### src/rtl/pc_sequencer_if.sv
// Decoder/LUT-facing bundle of the PC sequencer: control strobes, LUT index and
// target, and the fetch address and status outputs.
interface pc_sequencer_if #(parameter int D = 10);
  logic         start;
  logic         stall;
  logic         halt_in;
  logic         branch_en;
  logic         call_en;
  logic         ret_en;
  logic [3:0]   branch_idx;
  logic [3:0]   lut_addr;
  logic [D-1:0] lut_target;
  logic [D-1:0] prog_ctr;
  logic         running;
  logic         done;
  logic         stack_err;

  modport master (
    output start, stall, halt_in, branch_en, call_en, ret_en, branch_idx, lut_target,
    input  lut_addr, prog_ctr, running, done, stack_err
  );

  modport slave (
    input  start, stall, halt_in, branch_en, call_en, ret_en, branch_idx, lut_target,
    output lut_addr, prog_ctr, running, done, stack_err
  );
endinterface

### src/rtl/pc_sequencer.sv
// Program-counter sequencer: increment, LUT branch, call/return through a small
// return-address stack, stall and halt, with a sticky stack error flag.
module pc_sequencer #(
  parameter int D     = 10,
  parameter int DEPTH = 4
) (
  input  logic           Clk,
  input  logic           Reset_n,
  pc_sequencer_if.slave  bus
);

  localparam int SPW = $clog2(DEPTH) + 1;

  localparam logic [1:0] S_IDLE = 2'd0;
  localparam logic [1:0] S_RUN  = 2'd1;
  localparam logic [1:0] S_HALT = 2'd2;

  logic [1:0]     state_q, state_d;
  logic [D-1:0]   pc_q, pc_d;
  logic [SPW-1:0] sp_q, sp_d;
  logic           err_q, err_d;
  logic           push;
  logic [D-1:0]   pc_inc;
  logic [SPW-2:0] top_idx;
  logic           stack_empty, stack_full;
  logic [D-1:0]   stack_q [DEPTH];

  assign pc_inc      = pc_q + D'(1);
  // With SP==DEPTH the low bits are zero, so this still wraps to DEPTH-1.
  assign top_idx     = sp_q[SPW-2:0] - (SPW-1)'(1);
  assign stack_empty = (sp_q == '0);
  assign stack_full  = (sp_q == SPW'(DEPTH));

  always_comb begin
    // NOTE: every output of this block gets a default first, so no path can infer a latch.
    state_d = state_q;
    pc_d    = pc_q;
    sp_d    = sp_q;
    err_d   = err_q;
    push    = 1'b0;
    case (state_q)
      S_IDLE: begin
        if (bus.start) begin
          state_d = S_RUN;
          pc_d    = '0;
          sp_d    = '0;
        end
      end
      S_RUN: begin
        if (bus.stall) begin
          state_d = S_RUN;
        end else if (bus.halt_in) begin
          state_d = S_HALT;
        end else if (bus.ret_en) begin
          if (stack_empty) begin
            state_d = S_HALT;
            err_d   = 1'b1;
          end else begin
            pc_d = stack_q[top_idx];
            sp_d = sp_q - SPW'(1);
          end
        end else if (bus.call_en) begin
          if (stack_full) begin
            state_d = S_HALT;
            err_d   = 1'b1;
          end else begin
            push = 1'b1;
            pc_d = bus.lut_target;
            sp_d = sp_q + SPW'(1);
          end
        end else if (bus.branch_en) begin
          pc_d = bus.lut_target;
        end else begin
          pc_d = pc_inc;
        end
      end
      S_HALT: begin
        if (bus.start) begin
          state_d = S_RUN;
          pc_d    = '0;
          sp_d    = '0;
          err_d   = 1'b0;
        end
      end
      default: state_d = S_IDLE;
    endcase
  end

  // NOTE: sequential state uses non-blocking assignments so all registers update together.
  always_ff @(posedge Clk or negedge Reset_n) begin
    if (!Reset_n) begin
      state_q <= S_IDLE;
      pc_q    <= '0;
      sp_q    <= '0;
      err_q   <= 1'b0;
    end else begin
      state_q <= state_d;
      pc_q    <= pc_d;
      sp_q    <= sp_d;
      err_q   <= err_d;
    end
  end

  // NOTE: stack storage is not reset; SP==0 after reset makes its contents unreachable.
  always_ff @(posedge Clk) begin
    if (push) stack_q[sp_q[SPW-2:0]] <= pc_inc;
  end

  assign bus.lut_addr  = bus.branch_idx;
  assign bus.prog_ctr  = pc_q;
  assign bus.running   = (state_q == S_RUN);
  assign bus.done      = (state_q == S_HALT);
  assign bus.stack_err = err_q;

endmodule

### src/flat_wrapper.sv
// flat-port wrapper written by rule: the top's interface ports become plain ports
module pc_sequencer_flat 
#(
  parameter int D     = 10,
  parameter int DEPTH = 4
)
  (Clk, Reset_n, bus_start, bus_stall, bus_halt_in, bus_branch_en, bus_call_en, bus_ret_en, bus_branch_idx, bus_lut_target, bus_lut_addr, bus_prog_ctr, bus_running, bus_done, bus_stack_err);
  pc_sequencer_if #(.D(D)) bus_i ();
  input  logic Clk;
  input  logic Reset_n;
  input wire logic [$bits(bus_i.start)-1:0] bus_start;
  input wire logic [$bits(bus_i.stall)-1:0] bus_stall;
  input wire logic [$bits(bus_i.halt_in)-1:0] bus_halt_in;
  input wire logic [$bits(bus_i.branch_en)-1:0] bus_branch_en;
  input wire logic [$bits(bus_i.call_en)-1:0] bus_call_en;
  input wire logic [$bits(bus_i.ret_en)-1:0] bus_ret_en;
  input wire logic [$bits(bus_i.branch_idx)-1:0] bus_branch_idx;
  input wire logic [$bits(bus_i.lut_target)-1:0] bus_lut_target;
  output wire logic [$bits(bus_i.lut_addr)-1:0] bus_lut_addr;
  output wire logic [$bits(bus_i.prog_ctr)-1:0] bus_prog_ctr;
  output wire logic [$bits(bus_i.running)-1:0] bus_running;
  output wire logic [$bits(bus_i.done)-1:0] bus_done;
  output wire logic [$bits(bus_i.stack_err)-1:0] bus_stack_err;
  assign bus_i.start = bus_start;
  assign bus_i.stall = bus_stall;
  assign bus_i.halt_in = bus_halt_in;
  assign bus_i.branch_en = bus_branch_en;
  assign bus_i.call_en = bus_call_en;
  assign bus_i.ret_en = bus_ret_en;
  assign bus_i.branch_idx = bus_branch_idx;
  assign bus_i.lut_target = bus_lut_target;
  assign bus_lut_addr = bus_i.lut_addr;
  assign bus_prog_ctr = bus_i.prog_ctr;
  assign bus_running = bus_i.running;
  assign bus_done = bus_i.done;
  assign bus_stack_err = bus_i.stack_err;
  pc_sequencer #(.D(D), .DEPTH(DEPTH)) u_core (.Clk(Clk), .Reset_n(Reset_n), .bus(bus_i));
endmodule
### config.mk
export PLATFORM = sky130hd
export DESIGN_NAME = pc_sequencer_flat
export DESIGN_NICKNAME = d
export VERILOG_FILES = /design/src/rtl/pc_sequencer_if.sv /design/src/rtl/pc_sequencer.sv /design/src/flat_wrapper.sv
export SDC_FILE = /design/constraint.sdc
export NUM_CORES = 1
export LEC_CHECK = 0
export CAP_MARGIN = 20
export CORE_ASPECT_RATIO = 0.75
export CORE_MARGIN = 2
export CORE_UTILIZATION = 50
export CTS_BUF_LIST = sky130_fd_sc_hd__clkbuf_16
export DETAILED_ROUTE_END_ITERATION = 10
export GPL_TIMING_DRIVEN = 0
export PLACE_DENSITY_LB_ADDON = 0.25
export SLEW_MARGIN = 25
export SYNTH_ARGS = -nofsm -noshare
export SYNTH_HDL_FRONTEND = slang
export SYNTH_SLANG_ARGS = --single-unit
### constraint.sdc
create_clock -name Clk -period 7.48 [get_ports Clk]
set_input_delay 1.87 -clock Clk [delete_from_list [all_inputs] [get_ports Clk]]
set_output_delay 1.87 -clock Clk [all_outputs]
set_load 0.02 [all_outputs]
==> implementation parameters, run 1 <==
Parameter                              Value

Critical path
  Setup crit start kind ... primary input
  Worst path top cell family by delay ... buffers and inverters
  Buffering stage count on the worst path with inverters included ... 2
  Critical path class ... in -> out
  Peak fanout along the critical path ... 1
  Worst path arrival time ... 2.54 ns
  Cell breakdown of the critical path ... buf_4 > clkdlybuf4s50_1
  CP peak stage delay ... 0.59 ns
  Slowest stage cell, crit path ... clkdlybuf4s50_1
  Nature of the critical path endpoint ... output pin
  Required time of the worst setup path ... about 5.6 ns

STA
  Ratio of final minimum period to clock period ... 58.9%
  Actual transition at the worst max-transition pin ... 0.771 ns
  Unrepaired setup endpoints after global routing ... no
  Setup Viol. Count Final ... 0
  Fin Setup TNS ... 0 ns
  Worst slew slack as a fraction of its limit ... between 40% and 50%
  Fin. max-slew vios ... 0
  Post-layout min period ... 4.41 ns
  Hold violation total from the final report ... 0
  Smallest hold slack ... 0.489 ns
  Maximum frequency from static timing analysis ... 0.227 GHz
  Layout Skew ... 0.00297 ns

Detailed routing
  Iteration-0 DRC count of the detailed router ... 122
  DR DRC count ... 0
  Routed WL per cell ... approximately 17 µm
  Vias per std cell ... 5.59
  Residual antenna-violating net count after detailed routing ... 0
  Total wirelength of the detailed-routed design ... 5.88 mm
  Total number of vias ... 1901
  1st-pass router iterations ... 4

Yosys
  Sequential fraction of the synthesis area ... 57.1%
  Synthesized Nets ... between 200 and 300
  Most used DFF post-synth ... edfxtp_1
  Netlist cell types ... 42
  Most frequent cells after synthesis ... edfxtp_1 (40), nor2_1 (22), dfrtp_1 (16), nand2_1 (15), o21ai_0 (12)
  Average cell area after synthesis ... roughly 13 µm²
  Most numerous cell in the Yosys netlist ... edfxtp_1
  EDFF count, synth ... 40
  Post-Syn Instances ... 223
  Synth area leader ... edfxtp_1
  Share of flip-flops with an asynchronous set or reset ... 28.6%
  Post-synthesis instance area ... around 2800 µm²
  Yosys synthesis warning count ... 0
  Flops & latches, synth ... 56
  Main area contributors after synthesis ... edfxtp_1 (43%), dfrtp_1 (14%), mux4_2 (7.2%)
  Synth top area share ... ~43%

CTS
  Clk_lat worst skew ... 0.29 ns
  Post-CTS Hold Fix Bufs ... 0
  Root buffer cell ... clkbuf_16
  Clock-pin slew on the worst setup and hold paths ... approximately 0.070 ns
  Clock tree from TritonCTS ... done
  Max clock buf depth ... 2
  CTS buffer count ... 5
  H-tree level count ... 2
  Number of resized instances in the post-cts repair step ... 0
  Buffers inserted during post-CTS setup optimization ... 0
  Clock sinks ... 56

Floorplanning
  Num ports ... 39
  Area inside the core boundary ... approximately 5400 µm²
  Initial standard-cell utilization of the core ... 52.1%
  Chip Height ... just under 70 µm
  Chip width ... approximately 90 µm
  Number of core rows ... 23
  Overall die area ... 6230 µm²

Global routing
  First-pass GRT wire length ... between 9 and 10 mm
  Remaining global-route overflow ... 0
  Largest net degree at the start of global routing ... 18
  Antenna violations before repair ... 0
  Total global routing track utilization ... 20.7%
  Vias in the first global route ... 1832

Power
  Leak pwr ... approximately 1.3 nW
  Max rail drop VDD ... 0.155 mV
  P per Cell Area ... 366 nW/µm²

Placed design
  Hpwl dp ... 4.20 mm
  Area after detailed placement ... 3240 µm²
  Inst Count DP ... 332
  Final GP Congestion ... 0.860
  Count of buffers inserted at the top-level ports ... 34

Layout
  Final std cell area, no fill ... 3410 µm²
  Fill cell count ... 419
  N_diodes ... 0
  Final Core Density ... 63.3%
  Share of post-route cells with drive strength above 1 ... 9.43%
  Fin cells ... 340
  Synthesis-to-layout area growth ... 21.5%
  Net total in the final layout ... 296

Flow run
  Count of maximum capacitance violations ... 0

Worst hold path
  Type of the worst min-delay path ... reg -> reg

Status
  Run status ... finished, final reports clean
## per-stage QoR
step | power [mW] | worst slack [ns]
floorplan | 0.812 | 3.61
global placement | 0.974 | 3.08
detailed placement | 0.988 | 3.07
CTS | 1.25 | 3.07
global route | 1.33 | 3.05
finish | 1.25 | 3.07
## layout by cell type (no fill, tap or decap), drive strengths merged, types with 3 or more instances in the layout
cell type and count:
edfxtp 40, clkdlybuf4s50 34, nor2 22, dfrtp 16
nand2 15, o21ai 12, clkbuf 10, mux4 9
ha 9, nand3 8, inv 8, nand2b 7
a21oi 7, buf 6, xor2 5, nor3 5
xnor2 4, and2 4, o31ai 4, mux2i 4
o22a 3, nor2b 3
## cells by family after synthesis
| group | share of synthesized area [%] |
|---|---|
| flip-flops | 57.1 |
| adder cells (fa/ha/maj) | 4.73 |
| XOR/XNOR | 2.81 |
| multiplexers | 8.65 |
| buffers and inverters | 3.12 |
| AO/OA/AOI/OAI | 9.77 |
| AND/OR/NAND/NOR | 13.8 |
## path summary, 6_finish.rpt
kind | end | startpoint | slack, ns | cells after the start
worst max-delay path | bus_lut_addr[3] | bus_branch_idx[3] | 3.07 | 2
worst min-delay path | u_core.bus.stack_err | u_core.bus.stack_err | 0.49 | 1
worst max register to register | u_core.bus.prog_ctr[8] | u_core.sp_q[0] | 4.55 | 9
worst min register to register | u_core.bus.stack_err | u_core.bus.stack_err | 0.49 | 1
max in group asynchronous | u_core.bus.prog_ctr[2] | Reset_n | 4.97 | 1
min in group asynchronous | u_core.state_q[1] | Reset_n | 2.03 | 1
## flip-flops by register name, indices dropped and copies added (netlist names)
register,flops
u_core.sp_q,3
u_core.state_q,2
u_core.bus.stack_err,1
u_core.stack_q,40
u_core.bus.prog_ctr,10
## metal layers
metal  up-vias  share of wire, %  track usage [%]
met4         0              0.87             5.96
met3         6               6.5             4.57
met2        61                44             33.1
met5         -                 0                0
li1        910                 -                -
met1       924                49             29.1
## where the power goes
part           switching [mW]  internal (mW)  total [mW]
combinational           0.282          0.235       0.517
sequential             0.0623          0.406       0.468
clock                   0.106          0.158       0.264
total                   0.450          0.799        1.25
## layout make-up
| class | count | area [µm²] | share of cell area, % |
|---|---|---|---|
| sequential | 56 | 1600 | 47.0 |
| multi-input combinational | 150 | 1120 | 32.8 |
| timing repair buffer | 34 | 340 | 9.99 |
| clock buffer | 5 | 125 | 3.67 |
| tap | 75 | 93.8 | 2.75 |
| buffer | 11 | 65.1 | 1.91 |
| clock inverter | 3 | 42.5 | 1.25 |
| inverter | 6 | 22.5 | 0.661 |
Note: power is estimated with default switching activity, not from simulation.
==> inputs of run 2 (changes only) <==
- CORE_UTILIZATION: 50 -> 49
- clock period: 7.48 -> 4 ns (I/O delays scaled with it)
==> run 2 against run 1 <==
Non-clock buffer count stayed put. Clock skew is 0.0022 ns higher. Cell count stayed put. Sequential power is 87% higher. Global-route usage is 0.35 points lower. Sequential share of layout area is 0.21 points higher. Critical path depth is 7 higher. Via count is 1.4% higher. Worst hold slack better by 0.0093 ns. Count of clock-buffer cells in the layout stayed put. Critical path type is now reg -> reg. Largest power group unchanged.
==> implementation parameters, run 2 (synthesis gave the netlist of run 1 again) <==
Parameter                              Value

STA
  Hold violation total from the final report ... 0
  Post-layout min period ... 2.99 ns
  Fin. max-slew vios ... 0
  Unrepaired setup endpoints after global routing ... no
  Actual transition at the worst max-transition pin ... 0.775 ns
  Smallest hold slack ... 0.498 ns
  Ratio of final minimum period to clock period ... between 70% and 80%
  Maximum frequency from static timing analysis ... approximately 0.33 GHz
  Fin Setup TNS ... 0 ns
  Worst slew slack as a fraction of its limit ... 48.2%
  Layout Skew ... between 0.005 and 0.006 ns
  Setup Viol. Count Final ... 0

Power
  P per Cell Area ... between 600 and 700 nW/µm²
  Max rail drop VDD ... 0.265 mV
  Leak pwr ... 1.25 nW

Floorplanning
  Chip width ... 91.4 µm
  Overall die area ... 6350 µm²
  Chip Height ... slightly below 70 µm
  Num ports ... 39
  Area inside the core boundary ... 5440 µm²
  Number of core rows ... 23
  Initial standard-cell utilization of the core ... 51.6%

Global routing
  Remaining global-route overflow ... 0
  Total global routing track utilization ... 20.3%
  Largest net degree at the start of global routing ... 20
  Vias in the first global route ... 1911
  First-pass GRT wire length ... ~9.8 mm
  Antenna violations before repair ... 0

CTS
  Clock-pin slew on the worst setup and hold paths ... 0.07 ns
  Clk_lat worst skew ... ~0.30 ns
  Number of resized instances in the post-cts repair step ... 0
  H-tree level count ... 2
  Clock tree from TritonCTS ... done
  Clock sinks ... 56
  Post-CTS Hold Fix Bufs ... 0
  Max clock buf depth ... 2
  CTS buffer count ... 5
  Root buffer cell ... clkbuf_16
  Buffers inserted during post-CTS setup optimization ... 0

Layout
  Synthesis-to-layout area growth ... 20.9%
  Commonest non-fill, non-tap cell in the layout ... edfxtp_1
  Fill cell count ... 427
  N_diodes ... 0
  Share of post-route cells with drive strength above 1 ... 9.81%
  Number of flip-flops in the largest register ... 40
  Most frequent cells in the layout ... edfxtp_1 (40), clkdlybuf4s50_1 (34), nor2_1 (22), dfrtp_1 (16), nand2_1 (15)
  Net total in the final layout ... 296

Detailed routing
  Iteration-0 DRC count of the detailed router ... 120
  1st-pass router iterations ... 4
  Total wirelength of the detailed-routed design ... 6.00 mm
  Vias per std cell ... 5.67
  Routed WL per cell ... 17.7 µm
  Residual antenna-violating net count after detailed routing ... 0
  DR DRC count ... 0
  Total number of vias ... 1928

Placed design
  Hpwl dp ... 4.16 mm
  Count of buffers inserted at the top-level ports ... 34
  Final GP Congestion ... 0.887

Worst hold path
  Type of the worst min-delay path ... reg -> reg

Critical path
  Critical path class ... reg -> reg
  Worst path arrival time ... around 3.2 ns
  Required time of the worst setup path ... 4.18 ns
  Setup crit start kind ... flip-flop
  Nature of the critical path endpoint ... flip-flop
  Peak fanout along the critical path ... 10

Flow run
  Count of maximum capacitance violations ... 0

Status
  Run status ... finished, final reports clean
==> run 2: worst max-delay path, stage by stage (launching register included) <==
cell,delay (ns)
dfrtp_1,0.57
buf_2,0.39
inv_1,0.13
ha_1,0.33
clkbuf_1,0.53
mux4_2,0.41
nand2b_1,0.16
o31ai_1,0.06
a311oi_1,0.07
o22a_1,0.21
==> run 2: final timing paths <==
kind                                       from                     end  slack, ns  cells after the start
setup / recovery                 u_core.sp_q[0]  u_core.bus.prog_ctr[8]       1.01                      9
hold / removal             u_core.bus.stack_err    u_core.bus.stack_err       0.50                      1
setup reg to reg                 u_core.sp_q[0]  u_core.bus.prog_ctr[8]       1.01                      9
hold reg to reg            u_core.bus.stack_err    u_core.bus.stack_err       0.50                      1
max in group asynchronous               Reset_n  u_core.bus.prog_ctr[2]       2.36                      1
min in group asynchronous               Reset_n       u_core.state_q[1]       1.15                      1
==> run 2: cell type report <==
type	instances	area, µm²	share of cell area [%]
tap	75	93.8	2.77
inverter	6	22.5	0.664
multi-input combinational	150	1120	32.9
clock inverter	3	27.5	0.812
timing repair buffer	34	340	10.0
buffer	11	65.1	1.92
sequential	56	1600	47.2
clock buffer	5	125	3.69
==> run 2: where the power goes <==
group | leakage [nW] | switching (mW) | internal [mW] | total [mW]
Combinational | 0.619 | 0.531 | 0.439 | 0.970
Sequential | 0.564 | 0.116 | 0.759 | 0.875
Clock | 0.0719 | 0.210 | 0.238 | 0.448
==> run 2: per-layer routing <==
metal	vias to the layer above	track usage, %	routed length [µm]
li1	909	-	-
met1	950	28.7	2780
met2	57	29.7	2670
met3	12	5.76	445
met4	0	8.59	106
met5	-	0	0
==> run 2: metrics by stage <==
step,setup slack [ns],utilization [%],cells,area [µm²],total power [mW]
finish,1.01,62.4,340,3390,2.29
global route,0.755,62.4,340,3390,2.45
CTS,0.951,62.4,340,3390,2.30
detailed placement,0.759,59.6,332,3240,1.85
global placement,0.758,59.6,332,3240,1.83
floorplan,1.40,-,223,2810,1.52
